## src/rtl/m_game_controller_if.sv

```systemverilog
// Move handshake and board-status bundle between a host and m_game_controller.
interface m_game_controller_if;
  localparam int unsigned FIELD_SIZE = 42;

  logic                  i_new_game;
  logic                  i_move_valid;
  logic [2:0]            i_move_col;
  logic                  o_move_ready;
  logic                  o_move_done;
  logic                  o_move_reject;
  logic [FIELD_SIZE-1:0] o_field_p1;
  logic [FIELD_SIZE-1:0] o_field_p2;
  logic                  o_turn;
  logic                  o_game_over;
  logic [1:0]            o_winner;

  modport master (
    output i_new_game, i_move_valid, i_move_col,
    input  o_move_ready, o_move_done, o_move_reject,
    input  o_field_p1, o_field_p2, o_turn, o_game_over, o_winner
  );

  modport slave (
    input  i_new_game, i_move_valid, i_move_col,
    output o_move_ready, o_move_done, o_move_reject,
    output o_field_p1, o_field_p2, o_turn, o_game_over, o_winner
  );
endinterface

```

## src/rtl/m_game_controller.sv

```systemverilog
// Connect-four referee: gravity drop per column, shared four-in-a-row detector,
// turn/winner bookkeeping. Cell (r,c) lives at bit 7*r + (6-c), row 0 at the bottom.
module m_winning_detector (
  input  logic [41:0] i_field,
  output logic        o_win_c
);
  localparam int unsigned ROWS = 6;
  localparam int unsigned COLS = 7;
  localparam int unsigned CELLS = ROWS * COLS;

  logic [CELLS-1:0] hit_h, hit_v, hit_d, hit_a;

  // One anchor per cell; each direction is only built where four cells fit on the board.
  for (genvar r = 0; r < ROWS; r++) begin : g_row
    for (genvar c = 0; c < COLS; c++) begin : g_col
      localparam int unsigned B = 7 * r + 6 - c;
      localparam int unsigned A = 7 * r + c;
      if (c <= 3) begin : g_h
        assign hit_h[A] = &{i_field[B], i_field[B-1], i_field[B-2], i_field[B-3]};
      end else begin : g_nh
        assign hit_h[A] = 1'b0;
      end
      if (r <= 2) begin : g_v
        assign hit_v[A] = &{i_field[B], i_field[B+7], i_field[B+14], i_field[B+21]};
      end else begin : g_nv
        assign hit_v[A] = 1'b0;
      end
      if (r <= 2 && c <= 3) begin : g_d
        assign hit_d[A] = &{i_field[B], i_field[B+6], i_field[B+12], i_field[B+18]};
      end else begin : g_nd
        assign hit_d[A] = 1'b0;
      end
      if (r <= 2 && c >= 3) begin : g_a
        assign hit_a[A] = &{i_field[B], i_field[B+8], i_field[B+16], i_field[B+24]};
      end else begin : g_na
        assign hit_a[A] = 1'b0;
      end
    end
  end

  assign o_win_c = |{hit_h, hit_v, hit_d, hit_a};
endmodule

module m_game_controller (
  input  logic                i_clk,
  input  logic                i_rst,
  m_game_controller_if.slave  bus
);
  localparam int unsigned FIELD_SIZE = 42;
  localparam logic [1:0] S_WAIT  = 2'd0;
  localparam logic [1:0] S_SCAN  = 2'd1;
  localparam logic [1:0] S_CHECK = 2'd2;
  localparam logic [1:0] S_OVER  = 2'd3;

  logic [1:0]            state, state_nxt;
  logic [2:0]            col, col_nxt;
  logic [2:0]            row_cnt, row_nxt;
  logic [5:0]            move_cnt, move_cnt_nxt;
  logic [FIELD_SIZE-1:0] field_p1, p1_nxt, field_p2, p2_nxt;
  logic                  turn, turn_nxt;
  logic [1:0]            winner, winner_nxt;
  logic                  game_over, game_over_nxt;
  logic                  move_ready, ready_nxt;
  logic                  move_done, done_nxt;
  logic                  move_reject, reject_nxt;

  logic [FIELD_SIZE-1:0] occ_field, cell_mask, det_field;
  logic [5:0]            cell_idx;
  logic                  cell_busy, win_c;

  assign occ_field = field_p1 | field_p2;
  assign cell_idx  = 6'(row_cnt) * 6'd7 + 6'(3'd6 - col);
  assign cell_busy = occ_field[cell_idx];
  assign cell_mask = FIELD_SIZE'(1) << cell_idx;
  assign det_field = turn ? field_p2 : field_p1;

  m_winning_detector u_win (
    .i_field (det_field),
    .o_win_c (win_c)
  );

  always_ff @(posedge i_clk) begin
    if (i_rst) begin
      state       <= S_WAIT;
      col         <= '0;
      row_cnt     <= '0;
      move_cnt    <= '0;
      field_p1    <= '0;
      field_p2    <= '0;
      turn        <= 1'b0;
      winner      <= 2'b00;
      game_over   <= 1'b0;
      move_ready  <= 1'b1;
      move_done   <= 1'b0;
      move_reject <= 1'b0;
    end else begin
      state       <= state_nxt;
      col         <= col_nxt;
      row_cnt     <= row_nxt;
      move_cnt    <= move_cnt_nxt;
      field_p1    <= p1_nxt;
      field_p2    <= p2_nxt;
      turn        <= turn_nxt;
      winner      <= winner_nxt;
      game_over   <= game_over_nxt;
      move_ready  <= ready_nxt;
      move_done   <= done_nxt;
      move_reject <= reject_nxt;
    end
  end

  always_comb begin
    state_nxt    = state;
    col_nxt      = col;
    row_nxt      = row_cnt;
    move_cnt_nxt = move_cnt;
    p1_nxt       = field_p1;
    p2_nxt       = field_p2;
    turn_nxt     = turn;
    winner_nxt   = winner;
    done_nxt     = 1'b0;
    reject_nxt   = 1'b0;

    if (bus.i_new_game) begin
      // Restart wins over everything, including a half-finished drop.
      state_nxt    = S_WAIT;
      row_nxt      = '0;
      move_cnt_nxt = '0;
      p1_nxt       = '0;
      p2_nxt       = '0;
      turn_nxt     = 1'b0;
      winner_nxt   = 2'b00;
    end else begin
      case (state)
        S_WAIT: begin
          if (bus.i_move_valid && move_ready) begin
            if (bus.i_move_col == 3'd7) begin
              reject_nxt = 1'b1;
            end else begin
              col_nxt   = bus.i_move_col;
              row_nxt   = '0;
              state_nxt = S_SCAN;
            end
          end
        end
        S_SCAN: begin
          if (!cell_busy) begin
            if (turn) p2_nxt = field_p2 | cell_mask;
            else      p1_nxt = field_p1 | cell_mask;
            state_nxt = S_CHECK;
          end else if (row_cnt == 3'd5) begin
            reject_nxt = 1'b1;
            state_nxt  = S_WAIT;
          end else begin
            row_nxt = row_cnt + 3'd1;
          end
        end
        S_CHECK: begin
          move_cnt_nxt = move_cnt + 6'd1;
          done_nxt     = 1'b1;
          if (win_c) begin
            winner_nxt = turn ? 2'b10 : 2'b01;
            state_nxt  = S_OVER;
          end else if (move_cnt == 6'd41) begin
            winner_nxt = 2'b11;
            state_nxt  = S_OVER;
          end else begin
            turn_nxt  = ~turn;
            state_nxt = S_WAIT;
          end
        end
        default: begin
          state_nxt = S_OVER;
        end
      endcase
    end

    ready_nxt     = (state_nxt == S_WAIT);
    game_over_nxt = (state_nxt == S_OVER);
  end

  assign bus.o_move_ready  = move_ready;
  assign bus.o_move_done   = move_done;
  assign bus.o_move_reject = move_reject;
  assign bus.o_field_p1    = field_p1;
  assign bus.o_field_p2    = field_p2;
  assign bus.o_turn        = turn;
  assign bus.o_game_over   = game_over;
  assign bus.o_winner      = winner;
endmodule

```

## src/flat_wrapper.sv

```systemverilog
// flat-port wrapper written by rule: the top's interface ports become plain ports
module m_game_controller_flat 
  (i_clk, i_rst, bus_i_new_game, bus_i_move_valid, bus_i_move_col, bus_o_move_ready, bus_o_move_done, bus_o_move_reject, bus_o_field_p1, bus_o_field_p2, bus_o_turn, bus_o_game_over, bus_o_winner);
  m_game_controller_if bus_i ();
  input  logic i_clk;
  input  logic i_rst;
  input wire logic [$bits(bus_i.i_new_game)-1:0] bus_i_new_game;
  input wire logic [$bits(bus_i.i_move_valid)-1:0] bus_i_move_valid;
  input wire logic [$bits(bus_i.i_move_col)-1:0] bus_i_move_col;
  output wire logic [$bits(bus_i.o_move_ready)-1:0] bus_o_move_ready;
  output wire logic [$bits(bus_i.o_move_done)-1:0] bus_o_move_done;
  output wire logic [$bits(bus_i.o_move_reject)-1:0] bus_o_move_reject;
  output wire logic [$bits(bus_i.o_field_p1)-1:0] bus_o_field_p1;
  output wire logic [$bits(bus_i.o_field_p2)-1:0] bus_o_field_p2;
  output wire logic [$bits(bus_i.o_turn)-1:0] bus_o_turn;
  output wire logic [$bits(bus_i.o_game_over)-1:0] bus_o_game_over;
  output wire logic [$bits(bus_i.o_winner)-1:0] bus_o_winner;
  assign bus_i.i_new_game = bus_i_new_game;
  assign bus_i.i_move_valid = bus_i_move_valid;
  assign bus_i.i_move_col = bus_i_move_col;
  assign bus_o_move_ready = bus_i.o_move_ready;
  assign bus_o_move_done = bus_i.o_move_done;
  assign bus_o_move_reject = bus_i.o_move_reject;
  assign bus_o_field_p1 = bus_i.o_field_p1;
  assign bus_o_field_p2 = bus_i.o_field_p2;
  assign bus_o_turn = bus_i.o_turn;
  assign bus_o_game_over = bus_i.o_game_over;
  assign bus_o_winner = bus_i.o_winner;
  m_game_controller u_core (.i_clk(i_clk), .i_rst(i_rst), .bus(bus_i));
endmodule
```

## config.mk

```make
export PLATFORM = sky130hd
export DESIGN_NAME = m_game_controller_flat
export DESIGN_NICKNAME = d
export VERILOG_FILES = /design/src/rtl/m_game_controller_if.sv /design/src/rtl/m_game_controller.sv /design/src/flat_wrapper.sv
export SDC_FILE = /design/constraint.sdc
export NUM_CORES = 1
export LEC_CHECK = 0
export ABC_CLOCK_PERIOD_IN_PS = 5500
export CORE_ASPECT_RATIO = 0.6
export CORE_MARGIN = 4
export CORE_UTILIZATION = 38
export DETAILED_ROUTE_END_ITERATION = 8
export MAX_ROUTING_LAYER = met4
export SETUP_SLACK_MARGIN = 0.5
export SYNTH_ARGS = -nofsm -noshare
export SYNTH_HDL_FRONTEND = slang
export SYNTH_SLANG_ARGS = --single-unit
```

## constraint.sdc

```tcl
create_clock -name i_clk -period 5.5 [get_ports i_clk]
set_input_delay 1.1 -clock i_clk [delete_from_list [all_inputs] [get_ports i_clk]]
set_output_delay 1.1 -clock i_clk [all_outputs]
set_load 0.01 [all_outputs]
```

==> impl_metrics.py <==
metrics = {
    "layout": {
        "num-nets-final": 861,
        "syn_to_final_growth_pct": 23.69,
        "postLayoutCoreUtil_pct": 49.23,
        "fin_cells": 1040,
        "drive_gt1_share_pct": 4.994,
        "final_area_sq_um": 7310,
        "fillers": 1468,
    },
    "synthesis": {
        "synth_commonest_cells": "nand2_1, dfxtp_1, nor2_1",
        "synth-edff-count": 0,
        "synth_cell_type_count": 63,
        "yosysTopAreaCell": "dfxtp_1",
        "synth-xor-area-share_pct": 1.630,
        "synth-compound-area-share_pct": 22.10,
        "synth_seq_area_share_pct": 35.57,
        "synthMuxAreaShare_pct": 3.261,
        "syn-cell-area_sq_um": 5909,
        "avgSynthCellArea_sq_um": 7.715,
        "synth-simple-area-share_pct": 27.97,
        "yosys.cell_count.top_type": "nand2_1",
        "synth_ff_type": "dfxtp_1",
        "synth_fa_ha_area_share_pct": 4.319,
        "synth_area_leaders": "dfxtp_1, nand2_1, o21ai_0, nor2_1, ha_1",
        "synth_seq_cells": 105,
        "synth_top_family_by_area": "simple AND/OR/NAND/NOR gates",
        "yosysWarnings": 0,
        "synth_top_area_share_pct": 35.57,
        "syn_inst": 766,
        "syn-num-nets": 791,
        "async_reset_ff_share_pct": 0,
    },
    "run": {
        "cap_violations": 0,
    },
    "power_and_ir_drop": {
        "powerDensity_nw_per_um2": 210.7,
        "vdd_drop_max_v": 0.0001326,
        "leakage_uw": 0.002342,
    },
    "global_routing": {
        "grt_pass1_vias": 6309,
        "grt_max_degree": 56,
        "antenna_found_initial": 1,
        "grt_pass1_wl_mm": 42.90,
        "grt_use_total_pct": 33.19,
        "overflow": 0,
    },
    "timing": {
        "tightest_slew_ns": 1.106,
        "rsz0062_at_grt": "no",
        "min_period_ns": 4.649,
        "hold_ws_ns": 0.5566,
        "fin_skew_ns": 0.01173,
        "setup_viol": 0,
        "max_freq_mhz": 215.1,
        "slew_violations": 0,
        "finalSetupTns_ns": 0,
        "hold_viol_final": 0,
        "finalCritPeriodShare_pct": 84.52,
        "relSlewSlack_pct": 25.23,
    },
    "drt": {
        "dr.pass1.iters": 6,
        "via_per_inst": 6.515,
        "wl_mm": 29.04,
        "drtIter0Drc": 1033,
        "vias": 6776,
        "ant_nets": 0,
        "wl_per_cell_um": 27.92,
        "drc": 0,
    },
    "critical_path": {
        "required_ns": 5.78,
        "cp.buffers_inverters": 4,
        "crit_path_start": "u_core.row_cnt[0]",
        "reg2reg_slack_ns": 0.85,
        "startpoint_type": "flop",
        "cp_top_family": "adder cells",
        "critPathMaxFanout": 20,
        "slowest_delay_ns": 0.75,
        "path_cells": "fa_1 > inv_1 > fa_1 > inv_1 > fa_2 > or4b_1 > o311a_1 > a22oi_1 > nand3_1 > a311oi_2 > buf_4 > nand2_1 > buf_4 > o21ai_0",
        "r2r-start": "u_core.row_cnt[0]",
        "crit_slowest_cell": "fa_2",
        "crit_type": "reg -> reg",
        "endpoint_kind": "flop",
        "critPathArrivalTime_ns": 4.93,
    },
    "placement": {
        "post-dp-hpwl_mm": 21.68,
        "placed_cell_area_sq_um": 6979,
        "place_inst": 1023,
        "place.gp.congestion": 1.065,
        "io_buffers": 97,
    },
    "run_status": {
        "status": "finished, final reports clean",
    },
    "clock_network": {
        "clockBufferDepth": 2,
        "htree_levels": 3,
        "hold_buffers": 0,
        "cts.repair.resized": 0,
        "path_clk_slew_ns": 0.09,
        "cts_made_buffers": 9,
        "post-cts-setup-buffers": 0,
        "clock-root-buffer": "clkbuf_16",
        "clock_latency_ns": 0.36,
        "clock_sinks": 105,
        "cts_tree": "done",
    },
    "worst_hold_path": {
        "worstHoldPathType": "reg -> reg",
        "hp-start": "u_core.move_cnt[5]",
    },
    "floorplanning": {
        "core_sq_um": 14850,
        "top_level_ports": 98,
        "start_util_pct": 39.80,
        "die-height_um": 104.6,
        "dieArea_sq_um": 17680,
        "placementRows": 34,
        "die_w_um": 169.0,
    },
}
## cell type report
class	instances	area, sq um	area share [%]
multi-input cells	595	3520	48.15
flip-flops and latches	105	2103	28.77
repair buffers	108	1054	14.41
well taps	198	247.7	3.389
clock buffers	9	225.2	3.081
clock inverters	7	93.84	1.284
inverters	17	63.81	0.8730
diodes	1	2.502	0.03423
## flip-flops by register name, summed over array words and instances, names as in the netlist
signal and count:
u_core.state 2, u_core.bus.o_move_reject 1, u_core.bus.o_winner 2, u_core.bus.o_game_over 1, u_core.row_cnt 3, u_core.move_cnt 6
u_core.bus.o_turn 1, u_core.bus.o_move_ready 1, u_core.bus.o_move_done 1, u_core.col 3, u_core.bus.o_field_p1 42, u_core.bus.o_field_p2 42
## cells in the final DEF, fill, tap and decap left out, types with 5 or more instances in the layout
| cell | Yosys | layout |
|---|---|---|
| a211oi_1 | 6 | 6 |
| a21oi_1 | 21 | 21 |
| a22oi_1 | 5 | 5 |
| a31oi_1 | 16 | 16 |
| a41oi_1 | 6 | 6 |
| and3_1 | 5 | 5 |
| buf_4 | 5 | 11 |
| clkbuf_16 | 0 | 9 |
| clkdlybuf4s50_1 | 0 | 97 |
| dfxtp_1 | 105 | 104 |
| ha_1 | 14 | 14 |
| inv_1 | 17 | 17 |
| mux2i_1 | 8 | 8 |
| mux4_2 | 5 | 5 |
| nand2_1 | 140 | 140 |
| nand2b_1 | 13 | 13 |
| nand3_1 | 30 | 30 |
| nand3b_1 | 10 | 10 |
| nand4_1 | 12 | 12 |
| nor2_1 | 72 | 71 |
| nor3_1 | 14 | 14 |
| nor4_1 | 12 | 11 |
| nor4b_1 | 6 | 6 |
| o2111ai_1 | 5 | 5 |
| o211ai_1 | 16 | 16 |
| o21ai_0 | 64 | 64 |
| o21ai_1 | 26 | 26 |
| o22ai_1 | 10 | 10 |
| o31ai_1 | 8 | 8 |
| xor2_1 | 7 | 7 |
## final timing paths
check                                  end  cells after the start
setup / recovery  u_core.bus.o_field_p1[0]                     14
hold reg to reg         u_core.move_cnt[5]                      2
hold / removal          u_core.move_cnt[5]                      2
setup reg to reg  u_core.bus.o_field_p1[0]                     14
## where the power goes
| group | switching (uW) | internal (uW) | total, uW |
|---|---|---|---|
| combinational | 58.8 | 29.8 | 88.6 |
| clock | 352 | 335 | 687 |
| sequential | 3.63 | 761 | 765 |
| total | 414 | 1130 | 1540 |
## layer usage
layer / vias to the layer above / part of all wire (%) / global-route usage, %
met3: 32 / 15 / 12.60
met2: 562 / 39 / 43.38
met5: - / 0 / -
li1: 2939 / - / -
met1: 3243 / 44 / 49.02
met4: 0 / 1.3 / 4.882
## logic make-up (layout without fill, tap and decap cells)
group,count (synthesis),in the layout
adder cells (fa/ha/maj),18,18
XOR/XNOR,11,11
buffers and inverters,66,141
multiplexers,13,13
other,0,1
AO/OA/AOI/OAI,208,208
AND/OR/NAND/NOR,345,345
flip-flops,105,105
## through the flow
step,setup slack (ns),power (uW)
after floorplan,1.639,840.5
after global placement,0.9954,866.6
after detailed placement,0.8077,868.3
after CTS,0.7628,1548
after global routing,0.6343,1589
final,0.8514,1540
## tightest hold or removal path: cells and delay by family (launching register included)
| family | cells | cell delay (ns) |
|---|---|---|
| XOR/XNOR | 1 | 0.08 |
| AND/OR/NAND/NOR | 1 | 0.08 |
| flip-flops | 1 | 0.36 |
Power figures use the tool's default switching activity.
